$ cat config.mk
export PLATFORM = sky130hd
export DESIGN_NAME = logic_arb
export DESIGN_NICKNAME = d
export VERILOG_FILES = /design/src/rtl/logic_arb.sv
export SDC_FILE = /design/constraint.sdc
export NUM_CORES = 1
export LEC_CHECK = 0
export CORE_ASPECT_RATIO = 0.8
export CORE_MARGIN = 4
export CORE_UTILIZATION = 50
export CTS_CLUSTER_DIAMETER = 100
export DETAILED_ROUTE_END_ITERATION = 10
export HOLD_SLACK_MARGIN = 0.12
export MAX_ROUTING_LAYER = met4
export PLACE_DENSITY_LB_ADDON = 0.15
export SLEW_MARGIN = 20
export SYNTH_ARGS = -nofsm -noshare
export SYNTH_HDL_FRONTEND = slang
export SYNTH_SLANG_ARGS = --single-unit
$ cat constraint.sdc
create_clock -name clk_i -period 3.4 [get_ports clk_i]
set_input_delay 0.51 -clock clk_i [delete_from_list [all_inputs] [get_ports clk_i]]
set_output_delay 0.51 -clock clk_i [all_outputs]
set_load 0.02 [all_outputs]
$ cat src/rtl/logic_arb.sv
// Two-requester arbiter in front of one shared 32-bit bitwise unit (OR/AND/XOR/ANDN).
// Each operation is accepted in IDLE, computed in EXEC and returned in RESP.
module logic_arb #(
  parameter bit RR_EN = 1'b1
) (
  input  logic        clk_i,
  input  logic        rst_i,
  input  logic        req0_valid_i,
  input  logic [1:0]  req0_op_i,
  input  logic [31:0] req0_a_i,
  input  logic [31:0] req0_b_i,
  output logic        req0_ready_o,
  input  logic        req1_valid_i,
  input  logic [1:0]  req1_op_i,
  input  logic [31:0] req1_a_i,
  input  logic [31:0] req1_b_i,
  output logic        req1_ready_o,
  output logic        rsp0_valid_o,
  output logic [31:0] rsp0_data_o,
  input  logic        rsp0_ready_i,
  output logic        rsp1_valid_o,
  output logic [31:0] rsp1_data_o,
  input  logic        rsp1_ready_i,
  output logic        busy_o,
  output logic [15:0] ops_done_o
);

  typedef enum logic [1:0] {IDLE, EXEC, RESP} state_e;

  state_e      state_q, state_d;
  logic        last_q, last_d;
  logic        gnt_q, gnt_d;
  logic [1:0]  op_q, op_d;
  logic [31:0] a_q, a_d;
  logic [31:0] b_q, b_d;
  logic [31:0] res_q, res_d;
  logic [15:0] cnt_q, cnt_d;

  logic        any_valid;
  logic        gnt_idx;
  logic [31:0] alu_res;

  // Grant: on a tie, round-robin favours the requester not served last.
  always_comb begin
    any_valid = req0_valid_i | req1_valid_i;
    if (req0_valid_i && req1_valid_i) begin
      gnt_idx = RR_EN ? ~last_q : 1'b0;
    end else begin
      gnt_idx = ~req0_valid_i;
    end
  end

  // The single shared bitwise unit, fed only from the latched operands.
  always_comb begin
    unique case (op_q)
      2'b00:   alu_res = a_q | b_q;
      2'b01:   alu_res = a_q & b_q;
      2'b10:   alu_res = a_q ^ b_q;
      default: alu_res = a_q & ~b_q;
    endcase
  end

  // NOTE: every output and _d signal gets a default first, so no path leaves a latch.
  always_comb begin
    state_d      = state_q;
    last_d       = last_q;
    gnt_d        = gnt_q;
    op_d         = op_q;
    a_d          = a_q;
    b_d          = b_q;
    res_d        = res_q;
    cnt_d        = cnt_q;
    req0_ready_o = 1'b0;
    req1_ready_o = 1'b0;
    rsp0_valid_o = 1'b0;
    rsp1_valid_o = 1'b0;
    rsp0_data_o  = '0;
    rsp1_data_o  = '0;

    unique case (state_q)
      IDLE: begin
        req0_ready_o = any_valid & ~gnt_idx;
        req1_ready_o = any_valid &  gnt_idx;
        if (any_valid) begin
          gnt_d   = gnt_idx;
          op_d    = gnt_idx ? req1_op_i : req0_op_i;
          a_d     = gnt_idx ? req1_a_i  : req0_a_i;
          b_d     = gnt_idx ? req1_b_i  : req0_b_i;
          state_d = EXEC;
        end
      end
      EXEC: begin
        res_d   = alu_res;
        state_d = RESP;
      end
      RESP: begin
        rsp0_valid_o = ~gnt_q;
        rsp1_valid_o =  gnt_q;
        rsp0_data_o  = gnt_q ? '0 : res_q;
        rsp1_data_o  = gnt_q ? res_q : '0;
        if (gnt_q ? rsp1_ready_i : rsp0_ready_i) begin
          last_d  = gnt_q;
          cnt_d   = cnt_q + 16'd1;
          state_d = IDLE;
        end
      end
      default: state_d = IDLE;
    endcase
  end

  assign busy_o     = (state_q != IDLE);
  assign ops_done_o = cnt_q;

  // NOTE: non-blocking assignments for all flops so every register samples pre-edge values.
  always_ff @(posedge clk_i) begin
    if (rst_i) begin
      state_q <= IDLE;
      last_q  <= 1'b1;
      gnt_q   <= 1'b0;
      op_q    <= '0;
      a_q     <= '0;
      b_q     <= '0;
      res_q   <= '0;
      cnt_q   <= '0;
    end else begin
      state_q <= state_d;
      last_q  <= last_d;
      gnt_q   <= gnt_d;
      op_q    <= op_d;
      a_q     <= a_d;
      b_q     <= b_d;
      res_q   <= res_d;
      cnt_q   <= cnt_d;
    end
  end

endmodule

Yosys cells after proc, flatten, opt, wreduce, memory -nomap -nowiden

Cells that the tools add are included.
W data, S select, Z words.

$add $sub $neg: 1
Multipliers: 0
Div/mod/pow operators: 0
$lt $le $gt $ge: 0
Eq/ne operators: 6
Shift-type cells: 0
Muxes and demuxes: 17
Bitwise logic cells: 12
Reduce and logical (&&, ||, !) cells: 7

Operator list:

| cell                    | count |
|---|---|
| $mux W32                | 6 |
| $pmux W32 S3            | 1 |
| $and A32 B32 Y32        | 2 |
| $not A32 Y32            | 1 |
| $or A32 B32 Y32         | 1 |
| $xor A32 B32 Y32        | 1 |
| $add A16 B1 Y16 const B | 1 |
| $mux W1                 | 6 |
| $mux W2                 | 3 |
| $pmux W2 S3             | 1 |
| $reduce_and A2 Y1       | 3 |
| $eq A2 B1 Y1 const B    | 2 |
| $eq A2 B2 Y1 const B    | 2 |
| $logic_not A2 Y1        | 2 |
| $ne A2 B2 Y1 const B    | 2 |
| $not A1 Y1              | 4 |
| $and A1 B1 Y1           | 2 |
| $reduce_bool A2 Y1      | 1 |
| $logic_and A1 B1 Y1     | 1 |
| $or A1 B1 Y1            | 1 |

Bits in registers: 118
Bits in latches: 0
RAM bits: 0
ROM bits: 0
Input bits: 138
Output and inout port bits: 85
Logic and storage cells: 51
Memories: 0

Depth between registers and ports, before layout

Gate-level depths: netlist of run 1.

Word-level depth: 5
Mapped depth: 6
Gate-level depth less buffers: 6

Worst setup path after synthesis of run 1

OpenSTA, ideal clock, no wires.

Path kind: reg-to-output
Start: register state_q[1]
End: output req1_ready_o
Arrival: 1,671 ps
Required time: 2,890 ps
Slack: 1,219 ps
Cell stages (with the launch flop): 6
Path buffers: 2
Cell sequence: dfxtp_1 -> or2_2 -> clkbuf_1 -> nor2_1 -> clkbuf_1 -> and2_1

Cells in the longest elaborated chain, start to end: 2

Ends and longest elaborated chain:

| element                | RTL line | text |
|---|---|---|
| from (decl)            | 30       | `state_e state_q, state_d;` |
| from (signal assigned) | 126      | `state_q <= state_d;` |
| $logic_not A2 Y1       | 80       | `unique case (state_q)` |
| $mux W1                | 80       |  |
| to (decl)              | 17       | `output logic req1_ready_o,` |

Every way passes these cells.

Final worst setup path of run 1

Start: register state_q[0]
End: output rsp0_data_o[19]

Cells in the longest elaborated chain, start to end: 2

Ends and longest elaborated chain:

| element      | RTL line | text |
|---|---|---|
| $eq A2 B2 Y1 | 80       |  |
| $mux W32     | 80       |  |
| to (decl)    | 19       | `output logic [31:0] rsp0_data_o,` |

Every way passes these cells.

==> reports/metrics.yaml, run 1 <==
worst_setup_path:
  crit_type: "reg2out"
  worst-path-max-fanout: 14
  r2r_slack_ps: 920
  crit_buf_inv: 2
  cp.required_ps: 2890
  crit_family: "buffers and inverters"
  cp-end-kind: "output port"
  crit_arrival_ps: 2470
  start_kind: "register"
  r2r_end: "ops_done_o[15]"
  reg2reg_depth: 5
  slowest_stage: "clkdlybuf4s50_1"
  r2r_start: "gnt_q"
  slowest_delay_ps: 600
  cp_cell_sequence: "nand2b_1, nor2_2, buf_4, and2_1, clkdlybuf4s50_1"
final_layout:
  ff_latch_area_mm2: 0.002367
  drive_above_1_share_pct: 5.123
  area_delta_synth_final_pct: 42.99
  instances_no_fill: 1230
  n_fill_cell: 1027
  multiInputGateArea_mm2: 0.003800
  fin_nets: 1214
  utilization_pct: 74.06
cts:
  htreeDepth: 4
  cts_sinks: 118
  clkTransAtPathRegs_ps: 50
  clock_latency_ps: 400
  tritoncts: "yes"
  cts_setup_buffers: 0
  ctsResizeCount: 0
  cts.path.max_buffers: 2
  numCtsBuffers: 17
  ctsHoldBuffers: 0
  cts_root_buffer: "clkbuf_16"
place:
  dp_cells: 1199
  port_buffers: 222
  place.gp.congestion: 0.7966
  dp_hpwl_um: 12840
  place_worst_setup_slack_ps: 682.0
sta:
  setup_ws_ps: 421.4
  worst_pin_slew_ps: 936.9
  post-route-period-util_pct: 87.60
  drv_slew: 0
  finalHoldViolCount: 0
  finalSetupViolCount: 0
  fin_crit_ps: 2979
  slew_headroom_pct: 37.54
  max_freq_mhz: 335.7
  fin_skew_ps: 7.202
  hold_ws_ps: 473.4
  final.setup.tns_ps: 0
  rsz0062_at_grt: "false"
route:
  vias_per_cell: 5.393
  wl_per_cell_um: 14.85
  first_iter_violations: 397
  ant_nets: 0
  wirelength_um: 18270
  drc_errors: 0
  vias: 6634
  drt_first_pass_iters: 5
logic_synthesis:
  syn_inst: 858
  yosys.area.top_type: "dfxtp_1"
  yosysTopAreaCellShare_pct: 34.94
  syn_area_mm2: 0.006761
  yosysWarnings: 0
  synth.area.top_cells: "dfxtp_1, mux2i_1, a211oi_1"
  synth_seq_cells: 118
  synthTopCellsByCount: "dfxtp_1, inv_1, nor2_1, nand2_1"
  syn-mean-instance-area_um2: 7.881
  seq_area_frac_synth_pct: 34.94
  synthFlopType: "dfxtp_1"
  yosysMostFrequentCell: "dfxtp_1"
  synth_cell_types: 36
  synth_edf_count: 0
  syn_nets: 1029
  async_flop_share_pct: 0
hold_path:
  hold-path-cell-count: 2
  hold-path-endpoint: "res_q[3]"
  hold_start: "res_q[3]"
  hold_path.class: "reg2reg"
pwr:
  p_leak_nw: 3.897
  power.density_mw_per_mm2: 458.7
  max-vdd-ir-drop_mv: 0.4343
die:
  num_rows: 37
  die_x_um: 138.0
  die_y_um: 112.0
  die-area_mm2: 0.01546
  io_pins: 223
  start_util_pct: 51.79
  core_area_mm2: 0.01306
grt:
  grt_pass1_vias: 6289
  antenna_found_initial: 1
  grt_max_degree: 134
  grt_pass1_wl_um: 30500
  grt_overflow: 0
  grt_use_total_pct: 23.80
run_status:
  status: "finished, final reports clean"
job:
  cap_viol_max_count: 0
cells in the final DEF (no fill, tap or decap), types with 2 or more instances in the layout:
master           count
a211oi_1            67
a21oi_1             11
and2_1              35
and3_1              32
buf_4               12
bufinv_16            2
clkbuf_16           18
clkbuf_8             3
clkdlybuf4s50_1    221
clkinv_2             4
dfxtp_1            116
ha_1                33
inv_1               96
mux2i_1             67
nand2_1             71
nand2b_1             2
nand3_1              4
nand4_1              5
nor2_1              80
nor2_2               2
nor2b_1              3
nor3_1               4
nor4_1               3
o21ai_0             65
o221ai_1            31
o22ai_1             31
o31ai_1              2
o41ai_1              2
or3_1                3
or4_1                3
xnor2_1              6
xor2_1               3
per-stage QoR:
step | area [um^2] | power, mW
2_1_floorplan | 6761 | 2.319
3_3_place_gp | 9074 | 2.643
3_5_place_dp | 9074 | 2.681
4_1_cts | 9666 | 4.460
5_1_grt | 9668 | 4.684
6_report | 9668 | 4.434
worst max path at each step:
| stage | to | cells past startpoint | slack [ps] | start |
|---|---|---|---|---|
| finish | rsp0_data_o[19] | 5 | 420 | state_q[0] |
| global placement | ops_done_o[15] | 5 | 740 | rsp1_ready_i |
| detailed placement | ops_done_o[15] | 5 | 680 | rsp0_ready_i |
| global route | rsp0_data_o[26] | 5 | 280 | state_q[0] |
| CTS | rsp0_data_o[26] | 5 | 410 | state_q[0] |
| floorplan | req1_ready_o | 5 | 1220 | state_q[1] |
cell families (layout without fill, tap and decap cells):
kind of cell | after synthesis | after routing | synth area share, %
compound gates | 212 | 212 | 20.71
flops | 118 | 118 | 34.94
buf+inv | 165 | 361 | 9.252
xor+xnor | 9 | 9 | 1.166
mux | 68 | 68 | 10.09
simple gates | 253 | 253 | 17.75
fa+ha+maj | 33 | 33 | 6.107
other cells | 0 | 1 | 0
registers in the layout, summed over array words and instances, names as in the netlist:
register and cells:
state_q 2, last_q 1, gnt_q 1, a_q 32, ops_done_o 16, b_q 32, res_q 32, op_q 2
worst reg2reg max path, stage by stage (launching register included):
cell,delay [ps]
dfxtp_1,350
buf_4,330
mux2i_1,290
or4_1,740
or4_1,560
a21oi_1,140
metal layers:
layer	GRT usage, %	routed length [um]	up-vias
met4	5.925	210	0
li1	-	-	3369
met5	-	0	-
met2	38.91	8687	236
met3	5.409	1230	16
met1	30.08	8137	3013
cell type report:
class	instances	share of cell area [%]
Clock inverter	8	0.9965
Multi-Input combinational cell	575	39.30
Tap cell	175	2.265
Antenna cell	1	0.02588
Inverter	96	3.727
Clock buffer	22	5.125
Timing Repair Buffer	235	24.07
Sequential cell	118	24.49
power breakdown:
group	leakage, nW	total [mW]	switching, mW	internal [mW]
combinational	2.63	0.964	0.486	0.477
clock	0.293	1.78	0.607	1.17
sequential	0.973	1.69	0.165	1.53
total	3.90	4.43	1.26	3.18
Note: power is estimated with default switching activity, not from simulation.
==> run 2, diff against run 1 <==
--- a/config.mk
+++ b/config.mk
@@ -5,9 +5,10 @@
 export SDC_FILE = /design/constraint.sdc
 export NUM_CORES = 1
 export LEC_CHECK = 0
+export ABC_AREA = 1
 export CORE_ASPECT_RATIO = 0.8
 export CORE_MARGIN = 4
-export CORE_UTILIZATION = 50
+export CORE_UTILIZATION = 51
 export CTS_CLUSTER_DIAMETER = 100
 export DETAILED_ROUTE_END_ITERATION = 10
 export HOLD_SLACK_MARGIN = 0.12
==> run 2 against run 1 <==
Against the previous run:
- global-route usage is 5.0 points higher
- final cell count is 17% higher
- critical path type unchanged
- highest routed layer unchanged
- first-iteration DRC count is 110% higher
==> reports/metrics.yaml, run 2 <==
cts:
  tritoncts: "yes"
  cts_sinks: 118  # unchanged
  htreeDepth: 4  # unchanged
  clock_latency_ps: 420  # +20 ps
  ctsHoldBuffers: 0  # unchanged
  cts_root_buffer: "clkbuf_16"
  clkTransAtPathRegs_ps: 50  # about the same
  cts_setup_buffers: 0  # unchanged
  numCtsBuffers: 17  # unchanged
  cts.path.max_buffers: 2  # unchanged
  ctsResizeCount: 0  # unchanged
route:
  vias: 7717  # +16%
  wl_per_cell_um: 15.45  # +4.0%
  ant_nets: 0  # unchanged
  vias_per_cell: 5.385  # -0.15%
  wirelength_um: 22140  # +21%
  drt_first_pass_iters: 5  # unchanged
  drc_errors: 0  # unchanged
  first_iter_violations: 838  # +110%
pwr:
  max-vdd-ir-drop_mv: 0.3867  # -11%
  total_power_mw: 4.217  # -4.9%
  p_leak_nw: 3.728  # -4.3%
  power.density_mw_per_mm2: 439.1  # -4.3%
final_layout:
  fin_nets: 1416  # +17%
  final_cell_mix: "nand2_1, clkdlybuf4s50_1, nor2_1"
  diodes: 0  # -1
  top_regs: "a_q x32, b_q x32, res_q x32"
  drive_above_1_share_pct: 4.452  # -0.67 points
  area_delta_synth_final_pct: 39.42
  final_common_cell: "nand2_1"
  final_area_mm2: 0.009603  # -0.67%
die:
  start_util_pct: 52.76  # +0.97 points
  core_area_mm2: 0.01306  # unchanged
  io_pins: 223  # unchanged
  num_rows: 37  # unchanged
  die_x_um: 137.9  # about the same
  die-area_mm2: 0.01544  # -0.12%
  die_y_um: 111.9  # about the same
place:
  postPlaceCellArea_mm2: 0.009077  # about the same
  port_buffers: 222  # unchanged
  place.gp.congestion: 0.9388  # +18%
  dp_hpwl_um: 15530  # +21%
grt:
  grt_pass1_vias: 6875  # +9.3%
  grt_max_degree: 134  # unchanged
  grt_pass1_wl_um: 34470  # +13%
  grt_use_total_pct: 28.76  # +5.0 points
  antenna_found_initial: 0  # -1
  grt_overflow: 0  # unchanged
logic_synthesis:
  syn-mean-instance-area_um2: 6.449  # -18%
  async_flop_share_pct: 0  # unchanged
  synth.area.top_cells: "dfxtp_1, nand2_1, a31oi_1"
  synth_cell_types: 25  # -31%
  synthTopCellsByCount: "nand2_1, nor2_1, inv_1, dfxtp_1, o21ai_0"
  yosysTopAreaCellShare_pct: 34.30  # -0.64 points
  yosysMostFrequentCell: "nand2_1"
  seq_area_frac_synth_pct: 34.30  # -0.64 points
  synthFlopType: "dfxtp_1"
  syn_nets: 1239  # +20%
  synth_edf_count: 0  # unchanged
  syn_inst: 1068  # +24%
  yosysWarnings: 0  # unchanged
  yosys.area.top_type: "dfxtp_1"
  synth_seq_cells: 118  # unchanged
  syn_area_mm2: 0.006888  # +1.9%
sta:
  fin_skew_ps: 7.486  # +0.2838 ps
  final.setup.tns_ps: 0  # unchanged
  hold_ws_ps: 530.9  # +57.54 ps
  post-route-period-util_pct: 83.03  # -4.6 points
  worst_pin_slew_ps: 1117  # +179.8 ps
  slew_headroom_pct: 25.47  # -12 points
  finalSetupViolCount: 0  # unchanged
  max_freq_mhz: 354.2  # +5.5%
  drv_slew: 0  # unchanged
  fin_crit_ps: 2823  # -155.4 ps
  finalHoldViolCount: 0  # unchanged
  rsz0062_at_grt: "false"
worst_setup_path:
  cp-end-kind: "output port"
  worst-path-max-fanout: 32  # +18
  cp.required_ps: 2890  # about the same
  r2r_start: "last_q"
  crit_type: "reg2out"
  crit_arrival_ps: 2310  # -160 ps
  crit_start: "state_q[1]"
  start_kind: "register"
run_status:
  status: "finished, final reports clean"
hold_path:
  hold_path.class: "reg2reg"
  hold_start: "ops_done_o[14]"
job:
  cap_viol_max_count: 0  # unchanged
[run 2: cell types whose count changed in the layout (fill, tap and decap cells not counted), sizes merged, moves of 56 or more]
cell / delta
a31oi: +97
nand2: +180
mux2i: -67
a211oi: -67
nor2: +56
o21ai: +61
[run 2: area by class of cell]
class | instances | area [um^2]
clock buffers | 23 | 467.9
clock inverters | 9 | 53.80
fillers | 1067 | 3452
inverters | 135 | 506.7
multi-input cells | 742 | 3686
flip-flops and latches | 118 | 2364
well taps | 175 | 219.0
repair buffers | 231 | 2306
[run 2: kinds of logic after synthesis]
kind of cell	after synthesis	synth area share (%)
compound gates	253	20.36
xor+xnor	1	0.1272
fa+ha+maj	33	5.995
buf+inv	208	12.19
flops	118	34.30
simple gates	455	27.03
[run 2: worst max-delay path, stage by stage (launching register included)]
cell and delay, ps:
dfxtp_1 350, inv_2 70, nor2_4 140, inv_2 80, nor2_1 190, inv_2 260
nor2_1 170, clkdlybuf4s50_1 620
[run 2: power by group]
part | internal (mW) | leakage, nW | switching [mW]
sequential | 1.53 | 0.974 | 0.141
combinational | 0.399 | 2.50 | 0.548
clock | 0.960 | 0.256 | 0.637
[run 2: final timing paths]
path	endpoint	slack [ps]	cells past startpoint
worst max-delay path	rsp0_data_o[9]	580	7
worst min-delay path	ops_done_o[14]	530	2
worst max register to register	a_q[14]	1540	6
worst min register to register	ops_done_o[14]	530	2
[run 2: metrics by stage]
step           instances  worst slack (ps)  util [%]
2_1_floorplan       1068              1413         -
3_3_place_gp        1401             742.7     69.53
3_5_place_dp        1401             728.5     69.53
4_1_cts             1433             562.1     73.53
5_1_grt             1433             409.1     73.56
6_report            1433             576.8     73.56
[run 2: routing by layer]
layer / vias to the layer above / global-route usage [%] / share of wire, %
li1: 3868 / - / -
met5: - / - / 0
met3: 30 / 8.853 / 12
met1: 3441 / 41.04 / 46
met2: 378 / 39.82 / 41
met4: 0 / 6.386 / 1.5
